### src/rtl/armleocpu_axi_rr_arbiter_pkg.sv
// Shared types and helpers for the N-to-1 AXI4 round-robin arbiter.
package armleocpu_axi_rr_arbiter_pkg;

    typedef enum logic [1:0] {
        W_IDLE = 2'd0,
        W_ADDR = 2'd1,
        W_DATA = 2'd2,
        W_RESP = 2'd3
    } w_state_t;

    typedef enum logic [1:0] {
        R_IDLE = 2'd0,
        R_ADDR = 2'd1,
        R_DATA = 2'd2
    } r_state_t;

    // Pointer width that stays legal for a single host
    function automatic int unsigned ptr_width(input int unsigned n);
        return (n > 1) ? $clog2(n) : 1;
    endfunction

endpackage

### src/rtl/armleocpu_rr_arbiter_core.sv
// Grant register plus rotating pointer; fixed priority when OPT_PRIORITY_MODE=1.
module armleocpu_rr_arbiter_core
    import armleocpu_axi_rr_arbiter_pkg::*;
#(
    parameter int unsigned N                 = 2,
    parameter int unsigned OPT_PRIORITY_MODE = 0
) (
    input  logic         clk,
    input  logic         rst,
    input  logic [N-1:0] req,
    input  logic         advance,
    input  logic         complete,
    output logic [N-1:0] grant_onehot
);

    localparam int unsigned    PTR_W = ptr_width(N);
    localparam logic [N-1:0]   ONES  = '1;
    localparam logic [N-1:0]   ONE_N = N'(1);

    logic [PTR_W-1:0] ptr_q, ptr_d;
    logic [N-1:0]     grant_q, grant_d;
    logic [N-1:0]     mask, hi, cand, pick;

    // First request at or above the pointer, else first request overall
    always_comb begin : pick_winner
        mask = ONES << ptr_q;
        hi   = req & mask;
        cand = (|hi) ? hi : req;
        pick = cand & (~cand + ONE_N);
    end

    always_comb begin : next_grant
        grant_d = grant_q;
        if (advance) begin
            grant_d = pick;
        end
    end

    // Pointer moves just past the host that finished; wraps to 0 after N-1
    always_comb begin : next_ptr
        ptr_d = ptr_q;
        if (OPT_PRIORITY_MODE != 0) begin
            ptr_d = '0;
        end else if (complete) begin
            ptr_d = '0;
            for (int unsigned i = 0; i + 1 < N; i++) begin
                if (grant_q[i]) begin
                    ptr_d = PTR_W'(i + 1);
                end
            end
        end
    end

    always_ff @(posedge clk or posedge rst) begin : regs
        if (rst) begin
            ptr_q   <= '0;
            grant_q <= '0;
        end else begin
            ptr_q   <= ptr_d;
            grant_q <= grant_d;
        end
    end

    assign grant_onehot = grant_q;

endmodule

### src/rtl/armleocpu_axi_rr_arbiter.sv
// N-to-1 AXI4 arbiter: independent read/write FSMs, one burst in flight per direction.
module armleocpu_axi_rr_arbiter
    import armleocpu_axi_rr_arbiter_pkg::*;
#(
    parameter int unsigned OPT_NUMBER_OF_HOSTS = 2,
    parameter int unsigned ADDR_WIDTH          = 34,
    parameter int unsigned DATA_WIDTH          = 32,
    parameter int unsigned ID_WIDTH            = 4,
    parameter int unsigned OPT_PRIORITY_MODE   = 0
) (
    input  logic                                            clk,
    input  logic                                            rst,

    input  logic [OPT_NUMBER_OF_HOSTS-1:0]                  upstream_axi_awvalid,
    output logic [OPT_NUMBER_OF_HOSTS-1:0]                  upstream_axi_awready,
    input  logic [OPT_NUMBER_OF_HOSTS*ADDR_WIDTH-1:0]       upstream_axi_awaddr,
    input  logic [OPT_NUMBER_OF_HOSTS*8-1:0]                upstream_axi_awlen,
    input  logic [OPT_NUMBER_OF_HOSTS*3-1:0]                upstream_axi_awsize,
    input  logic [OPT_NUMBER_OF_HOSTS*2-1:0]                upstream_axi_awburst,
    input  logic [OPT_NUMBER_OF_HOSTS*ID_WIDTH-1:0]         upstream_axi_awid,
    input  logic [OPT_NUMBER_OF_HOSTS*3-1:0]                upstream_axi_awprot,

    input  logic [OPT_NUMBER_OF_HOSTS-1:0]                  upstream_axi_wvalid,
    output logic [OPT_NUMBER_OF_HOSTS-1:0]                  upstream_axi_wready,
    input  logic [OPT_NUMBER_OF_HOSTS*DATA_WIDTH-1:0]       upstream_axi_wdata,
    input  logic [OPT_NUMBER_OF_HOSTS*(DATA_WIDTH/8)-1:0]   upstream_axi_wstrb,
    input  logic [OPT_NUMBER_OF_HOSTS-1:0]                  upstream_axi_wlast,

    output logic [OPT_NUMBER_OF_HOSTS-1:0]                  upstream_axi_bvalid,
    input  logic [OPT_NUMBER_OF_HOSTS-1:0]                  upstream_axi_bready,
    output logic [OPT_NUMBER_OF_HOSTS*2-1:0]                upstream_axi_bresp,
    output logic [OPT_NUMBER_OF_HOSTS*ID_WIDTH-1:0]         upstream_axi_bid,

    input  logic [OPT_NUMBER_OF_HOSTS-1:0]                  upstream_axi_arvalid,
    output logic [OPT_NUMBER_OF_HOSTS-1:0]                  upstream_axi_arready,
    input  logic [OPT_NUMBER_OF_HOSTS*ADDR_WIDTH-1:0]       upstream_axi_araddr,
    input  logic [OPT_NUMBER_OF_HOSTS*8-1:0]                upstream_axi_arlen,
    input  logic [OPT_NUMBER_OF_HOSTS*3-1:0]                upstream_axi_arsize,
    input  logic [OPT_NUMBER_OF_HOSTS*2-1:0]                upstream_axi_arburst,
    input  logic [OPT_NUMBER_OF_HOSTS*ID_WIDTH-1:0]         upstream_axi_arid,
    input  logic [OPT_NUMBER_OF_HOSTS*3-1:0]                upstream_axi_arprot,

    output logic [OPT_NUMBER_OF_HOSTS-1:0]                  upstream_axi_rvalid,
    input  logic [OPT_NUMBER_OF_HOSTS-1:0]                  upstream_axi_rready,
    output logic [OPT_NUMBER_OF_HOSTS*DATA_WIDTH-1:0]       upstream_axi_rdata,
    output logic [OPT_NUMBER_OF_HOSTS*2-1:0]                upstream_axi_rresp,
    output logic [OPT_NUMBER_OF_HOSTS*ID_WIDTH-1:0]         upstream_axi_rid,
    output logic [OPT_NUMBER_OF_HOSTS-1:0]                  upstream_axi_rlast,

    output logic                                            downstream_axi_awvalid,
    input  logic                                            downstream_axi_awready,
    output logic [ADDR_WIDTH-1:0]                           downstream_axi_awaddr,
    output logic [7:0]                                      downstream_axi_awlen,
    output logic [2:0]                                      downstream_axi_awsize,
    output logic [1:0]                                      downstream_axi_awburst,
    output logic [ID_WIDTH-1:0]                             downstream_axi_awid,
    output logic [2:0]                                      downstream_axi_awprot,

    output logic                                            downstream_axi_wvalid,
    input  logic                                            downstream_axi_wready,
    output logic [DATA_WIDTH-1:0]                           downstream_axi_wdata,
    output logic [DATA_WIDTH/8-1:0]                         downstream_axi_wstrb,
    output logic                                            downstream_axi_wlast,

    input  logic                                            downstream_axi_bvalid,
    output logic                                            downstream_axi_bready,
    input  logic [1:0]                                      downstream_axi_bresp,
    input  logic [ID_WIDTH-1:0]                             downstream_axi_bid,

    output logic                                            downstream_axi_arvalid,
    input  logic                                            downstream_axi_arready,
    output logic [ADDR_WIDTH-1:0]                           downstream_axi_araddr,
    output logic [7:0]                                      downstream_axi_arlen,
    output logic [2:0]                                      downstream_axi_arsize,
    output logic [1:0]                                      downstream_axi_arburst,
    output logic [ID_WIDTH-1:0]                             downstream_axi_arid,
    output logic [2:0]                                      downstream_axi_arprot,

    input  logic                                            downstream_axi_rvalid,
    output logic                                            downstream_axi_rready,
    input  logic [DATA_WIDTH-1:0]                           downstream_axi_rdata,
    input  logic [1:0]                                      downstream_axi_rresp,
    input  logic [ID_WIDTH-1:0]                             downstream_axi_rid,
    input  logic                                            downstream_axi_rlast
);

    localparam int unsigned N      = OPT_NUMBER_OF_HOSTS;
    localparam int unsigned STRB_W = DATA_WIDTH / 8;

    w_state_t     w_state_q, w_state_d;
    r_state_t     r_state_q, r_state_d;
    logic [N-1:0] w_grant, r_grant;
    logic         w_advance, w_complete, r_advance, r_complete;
    logic         aw_sel_valid, w_sel_valid, b_sel_ready, ar_sel_valid, r_sel_ready;

    armleocpu_rr_arbiter_core #(
        .N                 (N),
        .OPT_PRIORITY_MODE (OPT_PRIORITY_MODE)
    ) u_w_arb (
        .clk          (clk),
        .rst          (rst),
        .req          (upstream_axi_awvalid),
        .advance      (w_advance),
        .complete     (w_complete),
        .grant_onehot (w_grant)
    );

    armleocpu_rr_arbiter_core #(
        .N                 (N),
        .OPT_PRIORITY_MODE (OPT_PRIORITY_MODE)
    ) u_r_arb (
        .clk          (clk),
        .rst          (rst),
        .req          (upstream_axi_arvalid),
        .advance      (r_advance),
        .complete     (r_complete),
        .grant_onehot (r_grant)
    );

    assign aw_sel_valid = |(upstream_axi_awvalid & w_grant);
    assign w_sel_valid  = |(upstream_axi_wvalid  & w_grant);
    assign b_sel_ready  = |(upstream_axi_bready  & w_grant);
    assign ar_sel_valid = |(upstream_axi_arvalid & r_grant);
    assign r_sel_ready  = |(upstream_axi_rready  & r_grant);

    // Response payloads are broadcast; only the owner's valid is raised
    assign upstream_axi_bresp = {N{downstream_axi_bresp}};
    assign upstream_axi_bid   = {N{downstream_axi_bid}};
    assign upstream_axi_rdata = {N{downstream_axi_rdata}};
    assign upstream_axi_rresp = {N{downstream_axi_rresp}};
    assign upstream_axi_rid   = {N{downstream_axi_rid}};
    assign upstream_axi_rlast = {N{downstream_axi_rlast}};

    // One-hot AND-OR payload muxes keyed directly by the grant registers
    always_comb begin : aw_mux
        downstream_axi_awaddr  = '0;
        downstream_axi_awlen   = '0;
        downstream_axi_awsize  = '0;
        downstream_axi_awburst = '0;
        downstream_axi_awid    = '0;
        downstream_axi_awprot  = '0;
        for (int unsigned i = 0; i < N; i++) begin
            downstream_axi_awaddr  |= upstream_axi_awaddr[i*ADDR_WIDTH +: ADDR_WIDTH] & {ADDR_WIDTH{w_grant[i]}};
            downstream_axi_awlen   |= upstream_axi_awlen[i*8 +: 8]                    & {8{w_grant[i]}};
            downstream_axi_awsize  |= upstream_axi_awsize[i*3 +: 3]                   & {3{w_grant[i]}};
            downstream_axi_awburst |= upstream_axi_awburst[i*2 +: 2]                  & {2{w_grant[i]}};
            downstream_axi_awid    |= upstream_axi_awid[i*ID_WIDTH +: ID_WIDTH]       & {ID_WIDTH{w_grant[i]}};
            downstream_axi_awprot  |= upstream_axi_awprot[i*3 +: 3]                   & {3{w_grant[i]}};
        end
    end

    always_comb begin : w_mux
        downstream_axi_wdata = '0;
        downstream_axi_wstrb = '0;
        downstream_axi_wlast = 1'b0;
        for (int unsigned i = 0; i < N; i++) begin
            downstream_axi_wdata |= upstream_axi_wdata[i*DATA_WIDTH +: DATA_WIDTH] & {DATA_WIDTH{w_grant[i]}};
            downstream_axi_wstrb |= upstream_axi_wstrb[i*STRB_W +: STRB_W]         & {STRB_W{w_grant[i]}};
            downstream_axi_wlast |= upstream_axi_wlast[i] & w_grant[i];
        end
    end

    always_comb begin : ar_mux
        downstream_axi_araddr  = '0;
        downstream_axi_arlen   = '0;
        downstream_axi_arsize  = '0;
        downstream_axi_arburst = '0;
        downstream_axi_arid    = '0;
        downstream_axi_arprot  = '0;
        for (int unsigned i = 0; i < N; i++) begin
            downstream_axi_araddr  |= upstream_axi_araddr[i*ADDR_WIDTH +: ADDR_WIDTH] & {ADDR_WIDTH{r_grant[i]}};
            downstream_axi_arlen   |= upstream_axi_arlen[i*8 +: 8]                    & {8{r_grant[i]}};
            downstream_axi_arsize  |= upstream_axi_arsize[i*3 +: 3]                   & {3{r_grant[i]}};
            downstream_axi_arburst |= upstream_axi_arburst[i*2 +: 2]                  & {2{r_grant[i]}};
            downstream_axi_arid    |= upstream_axi_arid[i*ID_WIDTH +: ID_WIDTH]       & {ID_WIDTH{r_grant[i]}};
            downstream_axi_arprot  |= upstream_axi_arprot[i*3 +: 3]                   & {3{r_grant[i]}};
        end
    end

    always_ff @(posedge clk or posedge rst) begin : state_regs
        if (rst) begin
            w_state_q <= W_IDLE;
            r_state_q <= R_IDLE;
        end else begin
            w_state_q <= w_state_d;
            r_state_q <= r_state_d;
        end
    end

    // Write FSM: grant in IDLE, then AW, W until wlast, B to the owner only
    always_comb begin : w_fsm
        w_state_d              = w_state_q;
        w_advance              = 1'b0;
        w_complete             = 1'b0;
        downstream_axi_awvalid = 1'b0;
        downstream_axi_wvalid  = 1'b0;
        downstream_axi_bready  = 1'b0;
        upstream_axi_awready   = '0;
        upstream_axi_wready    = '0;
        upstream_axi_bvalid    = '0;
        case (w_state_q)
            W_IDLE: begin
                if (|upstream_axi_awvalid) begin
                    w_advance = 1'b1;
                    w_state_d = W_ADDR;
                end
            end
            W_ADDR: begin
                downstream_axi_awvalid = aw_sel_valid;
                upstream_axi_awready   = w_grant & {N{downstream_axi_awready}};
                if (aw_sel_valid && downstream_axi_awready) begin
                    w_state_d = W_DATA;
                end
            end
            W_DATA: begin
                downstream_axi_wvalid = w_sel_valid;
                upstream_axi_wready   = w_grant & {N{downstream_axi_wready}};
                if (w_sel_valid && downstream_axi_wready && downstream_axi_wlast) begin
                    w_state_d = W_RESP;
                end
            end
            W_RESP: begin
                downstream_axi_bready = b_sel_ready;
                upstream_axi_bvalid   = w_grant & {N{downstream_axi_bvalid}};
                if (downstream_axi_bvalid && b_sel_ready) begin
                    w_complete = 1'b1;
                    w_state_d  = W_IDLE;
                end
            end
            default: w_state_d = W_IDLE;
        endcase
    end

    // Read FSM: grant in IDLE, then AR, R beats to the owner until rlast
    always_comb begin : r_fsm
        r_state_d              = r_state_q;
        r_advance              = 1'b0;
        r_complete             = 1'b0;
        downstream_axi_arvalid = 1'b0;
        downstream_axi_rready  = 1'b0;
        upstream_axi_arready   = '0;
        upstream_axi_rvalid    = '0;
        case (r_state_q)
            R_IDLE: begin
                if (|upstream_axi_arvalid) begin
                    r_advance = 1'b1;
                    r_state_d = R_ADDR;
                end
            end
            R_ADDR: begin
                downstream_axi_arvalid = ar_sel_valid;
                upstream_axi_arready   = r_grant & {N{downstream_axi_arready}};
                if (ar_sel_valid && downstream_axi_arready) begin
                    r_state_d = R_DATA;
                end
            end
            R_DATA: begin
                downstream_axi_rready = r_sel_ready;
                upstream_axi_rvalid   = r_grant & {N{downstream_axi_rvalid}};
                if (downstream_axi_rvalid && r_sel_ready && downstream_axi_rlast) begin
                    r_complete = 1'b1;
                    r_state_d  = R_IDLE;
                end
            end
            default: r_state_d = R_IDLE;
        endcase
    end

endmodule

### config.mk
export PLATFORM = sky130hd
export DESIGN_NAME = armleocpu_axi_rr_arbiter
export DESIGN_NICKNAME = d
export VERILOG_FILES = /design/src/rtl/armleocpu_axi_rr_arbiter_pkg.sv /design/src/rtl/armleocpu_rr_arbiter_core.sv /design/src/rtl/armleocpu_axi_rr_arbiter.sv
export SDC_FILE = /design/constraint.sdc
export NUM_CORES = 1
export LEC_CHECK = 0
export CAP_MARGIN = 25
export CORE_AREA = 5 5 232 234
export CTS_CLUSTER_SIZE = 24
export DETAILED_ROUTE_END_ITERATION = 12
export DIE_AREA = 0 0 237 239
export GPL_ROUTABILITY_DRIVEN = 0
export PLACE_DENSITY = 0.41
export SETUP_SLACK_MARGIN = 0.02
export SKIP_CTS_REPAIR_TIMING = 1
export SYNTH_ARGS = -nofsm -noshare
export SYNTH_HDL_FRONTEND = slang
export SYNTH_SLANG_ARGS = --single-unit
### constraint.sdc
create_clock -name clk -period 2 [get_ports clk]
set_input_delay 0.2 -clock clk [delete_from_list [all_inputs] [get_ports clk]]
set_output_delay 0.2 -clock clk [all_outputs]
set_load 0.01 [all_outputs]
==> run summary <==
STA
--------------------------------------------------------------------------------------------------------
Max-slew headroom .........................................................................       0.6507
Clock skew ................................................................................    0.4243 ps
Slew Limit Fails ..........................................................................            0
Total Neg Setup Slack .....................................................................         0 ps
Worst path setup slack after routing ......................................................     72.10 ps
Final Setup Violations ....................................................................            0
Final-report hold violation count .........................................................            0
RSZ-0062 raised after global routing ......................................................           no
Clock period minus worst slack ............................................................      1928 ps
Final critical-path share of the clock period .............................................       0.9639
Upper clock frequency limit ...............................................................   0.5187 GHz
Actual slew at the worst max-slew pin .....................................................     523.4 ps
Hold Worst Slack ..........................................................................     296.3 ps

FINAL LAYOUT
--------------------------------------------------------------------------------------------------------
Fillers ...................................................................................         5823
Area of all placed cells without fillers ..................................................     8237 µm²
Layout overhead on the synthesized area ...................................................       195.6%
Post-route core utilization ...............................................................       0.1590
Area taken by multi-input logic gates .....................................................     1744 µm²
Register area .............................................................................    260.3 µm²
Total Nets Final ..........................................................................         1076
Antenna Cells .............................................................................            0
Share of cells above drive strength 1 .....................................................      0.07242

POWER AND IR DROP
--------------------------------------------------------------------------------------------------------
VDD IR max ................................................................................    0.3824 mV
Power dissipated by switching net loads ...................................................     3.543 mW
Comb pwr share ............................................................................        0.899
Internal power ............................................................................     4.930 mW
Clock share of power ......................................................................        0.043
Fraction of power spent switching nets ....................................................       0.4181
P per Cell Area ...........................................................................  1029 nW/µm²
Reported leakage power ....................................................................     3.986 nW
Part of the power in registers ............................................................        0.057

CLOCKING
--------------------------------------------------------------------------------------------------------
Post-CTS clock slew at the launch and capture registers of the worst setup and hold paths .        50 ps
Buffers from clock root to sink, at most ..................................................            2
Inserted Clock Buffers ....................................................................            3
Clk sinks .................................................................................           10
Clock H-tree levels .......................................................................            1
Clock tree root buffer cell ............................................................... sky130_fd_sc_hd__clkbuf_16
TritonCTS clock tree ......................................................................          yes
Clk_lat worst skew ........................................................................       240 ps

WORST SETUP PATH
--------------------------------------------------------------------------------------------------------
Worst Setup Path Type ..................................................................... flip-flop to output port
Startpoint type of the worst setup path ...................................................    flip-flop
Path depth of the worst reg2reg path ......................................................            6
Critical path arrival .....................................................................      1730 ps
Internal reg-to-reg setup slack ...........................................................       180 ps
Required time at the endpoint of the critical path ........................................      1800 ps
Peak fanout along the critical path .......................................................            8
Type of destination of the critical path ..................................................  output port

SYNTHESIS
--------------------------------------------------------------------------------------------------------
Area share of the leading cell type in the synthesized netlist ............................       0.4621
Share of synthesized area occupied by flip-flops and latches ..............................      0.08981
Yosys warns ...............................................................................            0
Syn Inst Count ............................................................................          339
Post-synthesis adder-cell area fraction ...................................................      0.01796
Main combinational cell family by area after synthesis .................................... compound AO/OA/AOI/OAI gates
Synthesized area per cell .................................................................    8.220 µm²
Post-synth cell types .....................................................................           31
Dominant register cell in the synthesized netlist ......................................... sky130_fd_sc_hd__dfrtp_1
Cell taking the most area after synthesis ................................................. sky130_fd_sc_hd__a22o_1
Mapped cell area ..........................................................................     2786 µm²
Fraction of the mapped netlist area in simple logic gates .................................      0.07185
Post-synthesis mux area share .............................................................      0.01347
Largest cells by area after synthesis ..................................................... sky130_fd_sc_hd__a22o_1 46%, sky130_fd_sc_hd__buf_4 25%, sky130_fd_sc_hd__dfrtp_1 9.0%
Number of nets in the synthesized netlist .................................................          695
Ys async rst share ........................................................................        1.000
Number of flip-flops and latches in the synthesized netlist ...............................           10
Post-Synth XOR/XNOR Area ..................................................................            0
Synthesized-area fraction occupied by ao, oa, aoi and oai cells ...........................       0.5101
Number of enable flip-flop cells after synthesis ..........................................            0

PLACEMENT
--------------------------------------------------------------------------------------------------------
Input/output buffers ......................................................................          469
Post-place instance area ..................................................................     7734 µm²
Post-detailed-placement half-perimeter wirelength .........................................     19810 µm
Pre-CTS setup slack .......................................................................    -44.74 ps

ROUTING
--------------------------------------------------------------------------------------------------------
Number of iterations in the first detailed-routing pass ...................................            4
Via density per instance ..................................................................        3.043
Total vias in the final route .............................................................         4278
Post-route antenna net violation count ....................................................            0
Post-detailed-route DRC marker count ......................................................            0
Routed Wire Length ........................................................................     23190 µm
Mean routed wirelength per cell ...........................................................     16.49 µm
Detailed router's first-iteration violation count .........................................          104

GLOBAL ROUTING
--------------------------------------------------------------------------------------------------------
Largest net degree at the start of global routing .........................................           50
Global-route wire length before repair ....................................................     30430 µm
Global route total overflow ...............................................................            0
Antenna violations before repair ..........................................................            0
Overall track demand over capacity in global routing ......................................      0.07126
Via count of the first global-routing pass ................................................         4683

FLOW RUN
--------------------------------------------------------------------------------------------------------
# Max-Cap Violations ......................................................................            0

OUTCOME
--------------------------------------------------------------------------------------------------------
Outcome ................................................................................... finished, final reports clean

FLOORPLANNING
--------------------------------------------------------------------------------------------------------
Width of the chip .........................................................................       237 µm
Ports .....................................................................................          602
Number of core rows .......................................................................           84
Initial Utilization .......................................................................      0.05378
Die Footprint .............................................................................    56640 µm²
Die height ................................................................................       239 µm
Core area .................................................................................    51810 µm²

HOLD PATH
--------------------------------------------------------------------------------------------------------
Min-Delay Path Class ...................................................................... input pin to asynchronous set/reset pin

path summary, 6_finish.rpt:
path / from / end
setup / recovery: u_w_arb.grant_onehot[0]$_DFFE_PP0P_ / downstream_axi_awlen[7]
hold / removal: rst / r_state_q[1]$_DFFE_PP0P_
setup reg to reg: u_w_arb.grant_onehot[1]$_DFFE_PP0P_ / w_state_q[1]$_DFFE_PP0P_
hold reg to reg: u_w_arb.ptr_q$_DFFE_PP0P_ / u_w_arb.ptr_q$_DFFE_PP0P_
max in group asynchronous: rst / u_w_arb.grant_onehot[0]$_DFFE_PP0P_
min in group clk: downstream_axi_rdata[3] / upstream_axi_rdata[35]
metrics by stage:
step	std cells	power [mW]
finish	1406	8.473
global placement	1394	8.024
floorplan	339	3.815
detailed placement	1394	7.975
global route	1406	9.083
CTS	1397	8.415
placed cells by master, fill, tap and decap left out, types with 2 or more instances in the layout:
cell / netlist / final
sky130_fd_sc_hd__clkdlybuf4s50_1: 0 / 378
sky130_fd_sc_hd__a22o_1: 147 / 145
sky130_fd_sc_hd__dlymetal6s2s_1: 0 / 91
sky130_fd_sc_hd__buf_4: 92 / 22
sky130_fd_sc_hd__and3_1: 8 / 8
sky130_fd_sc_hd__dfrtp_1: 10 / 6
sky130_fd_sc_hd__nand2_1: 5 / 5
sky130_fd_sc_hd__nor3b_1: 4 / 4
sky130_fd_sc_hd__clkbuf_16: 0 / 4
sky130_fd_sc_hd__buf_12: 0 / 4
sky130_fd_sc_hd__nor2_1: 3 / 3
sky130_fd_sc_hd__a21oi_1: 3 / 3
sky130_fd_sc_hd__nor3_1: 3 / 3
sky130_fd_sc_hd__inv_1: 3 / 3
sky130_fd_sc_hd__and2_1: 3 / 3
sky130_fd_sc_hd__a22o_4: 1 / 2
sky130_fd_sc_hd__a21boi_1: 2 / 2
sky130_fd_sc_hd__a21o_1: 2 / 2
sky130_fd_sc_hd__mux2_2: 2 / 2
sky130_fd_sc_hd__nand3_1: 2 / 2
sky130_fd_sc_hd__ha_2: 0 / 2
sky130_fd_sc_hd__buf_16: 0 / 2
sky130_fd_sc_hd__buf_8: 0 / 2
sky130_fd_sc_hd__dfrtp_2: 0 / 2
sky130_fd_sc_hd__dfrtp_4: 0 / 2
final cells by class:
type,instances,area share
inverters,3,0.001367
multi-input cells,201,0.2118
clock buffers,3,0.009114
flip-flops and latches,10,0.03160
repair buffers,501,0.6417
well taps,688,0.1045
Yosys cell counts, types with 2 or more instances:
cell,number
sky130_fd_sc_hd__a21boi_1,2
sky130_fd_sc_hd__a21o_1,2
sky130_fd_sc_hd__a21oi_1,3
sky130_fd_sc_hd__a22o_1,147
sky130_fd_sc_hd__and2_1,3
sky130_fd_sc_hd__and3_1,8
sky130_fd_sc_hd__buf_1,8
sky130_fd_sc_hd__buf_4,92
sky130_fd_sc_hd__clkbuf_1,24
sky130_fd_sc_hd__dfrtp_1,10
sky130_fd_sc_hd__ha_1,4
sky130_fd_sc_hd__inv_1,3
sky130_fd_sc_hd__mux2_2,2
sky130_fd_sc_hd__nand2_1,5
sky130_fd_sc_hd__nand3_1,2
sky130_fd_sc_hd__nor2_1,3
sky130_fd_sc_hd__nor2b_1,2
sky130_fd_sc_hd__nor3_1,3
sky130_fd_sc_hd__nor3b_1,4
per-layer routing:
layer,global-route usage,vias up,part of all wire
met3,0.03011,48,0.11
met2,0.1256,345,0.49
met4,0.03568,0,0.052
met1,0.07260,1888,0.35
li1,-,1997,-
met5,0,-,0
critical path: stages, from the launching register on:
cell and delay (ps):
sky130_fd_sc_hd__dfrtp_4 480, sky130_fd_sc_hd__buf_12 150, sky130_fd_sc_hd__buf_4 170, sky130_fd_sc_hd__a22o_1 200, sky130_fd_sc_hd__clkdlybuf4s50_1 480
kinds of logic after synthesis:
| logic type | count (synthesis) |
|---|---|
| compound gates | 161 |
| buf+inv | 128 |
| simple gates | 33 |
| flops | 10 |
| fa+ha+maj | 4 |
| mux | 3 |
flip-flops by register name, indices dropped and copies added, names as in the netlist:
register,cells
r_state_q,2
u_r_arb.grant_onehot,2
w_state_q,2
u_w_arb.ptr_q,1
u_r_arb.ptr_q,1
u_w_arb.grant_onehot,2
power by group through the flow:
stage | combinational, mW | sequential (mW) | clock [mW]
2_1_floorplan | 3.45 | 0.365 | 0
3_3_place_gp | 7.45 | 0.575 | 0
3_5_place_dp | 7.40 | 0.577 | 0
4_1_cts | 7.44 | 0.576 | 0.394
5_1_grt | 8.17 | 0.504 | 0.408
6_report | 7.62 | 0.484 | 0.368
(Power assumes the default switching activity.)
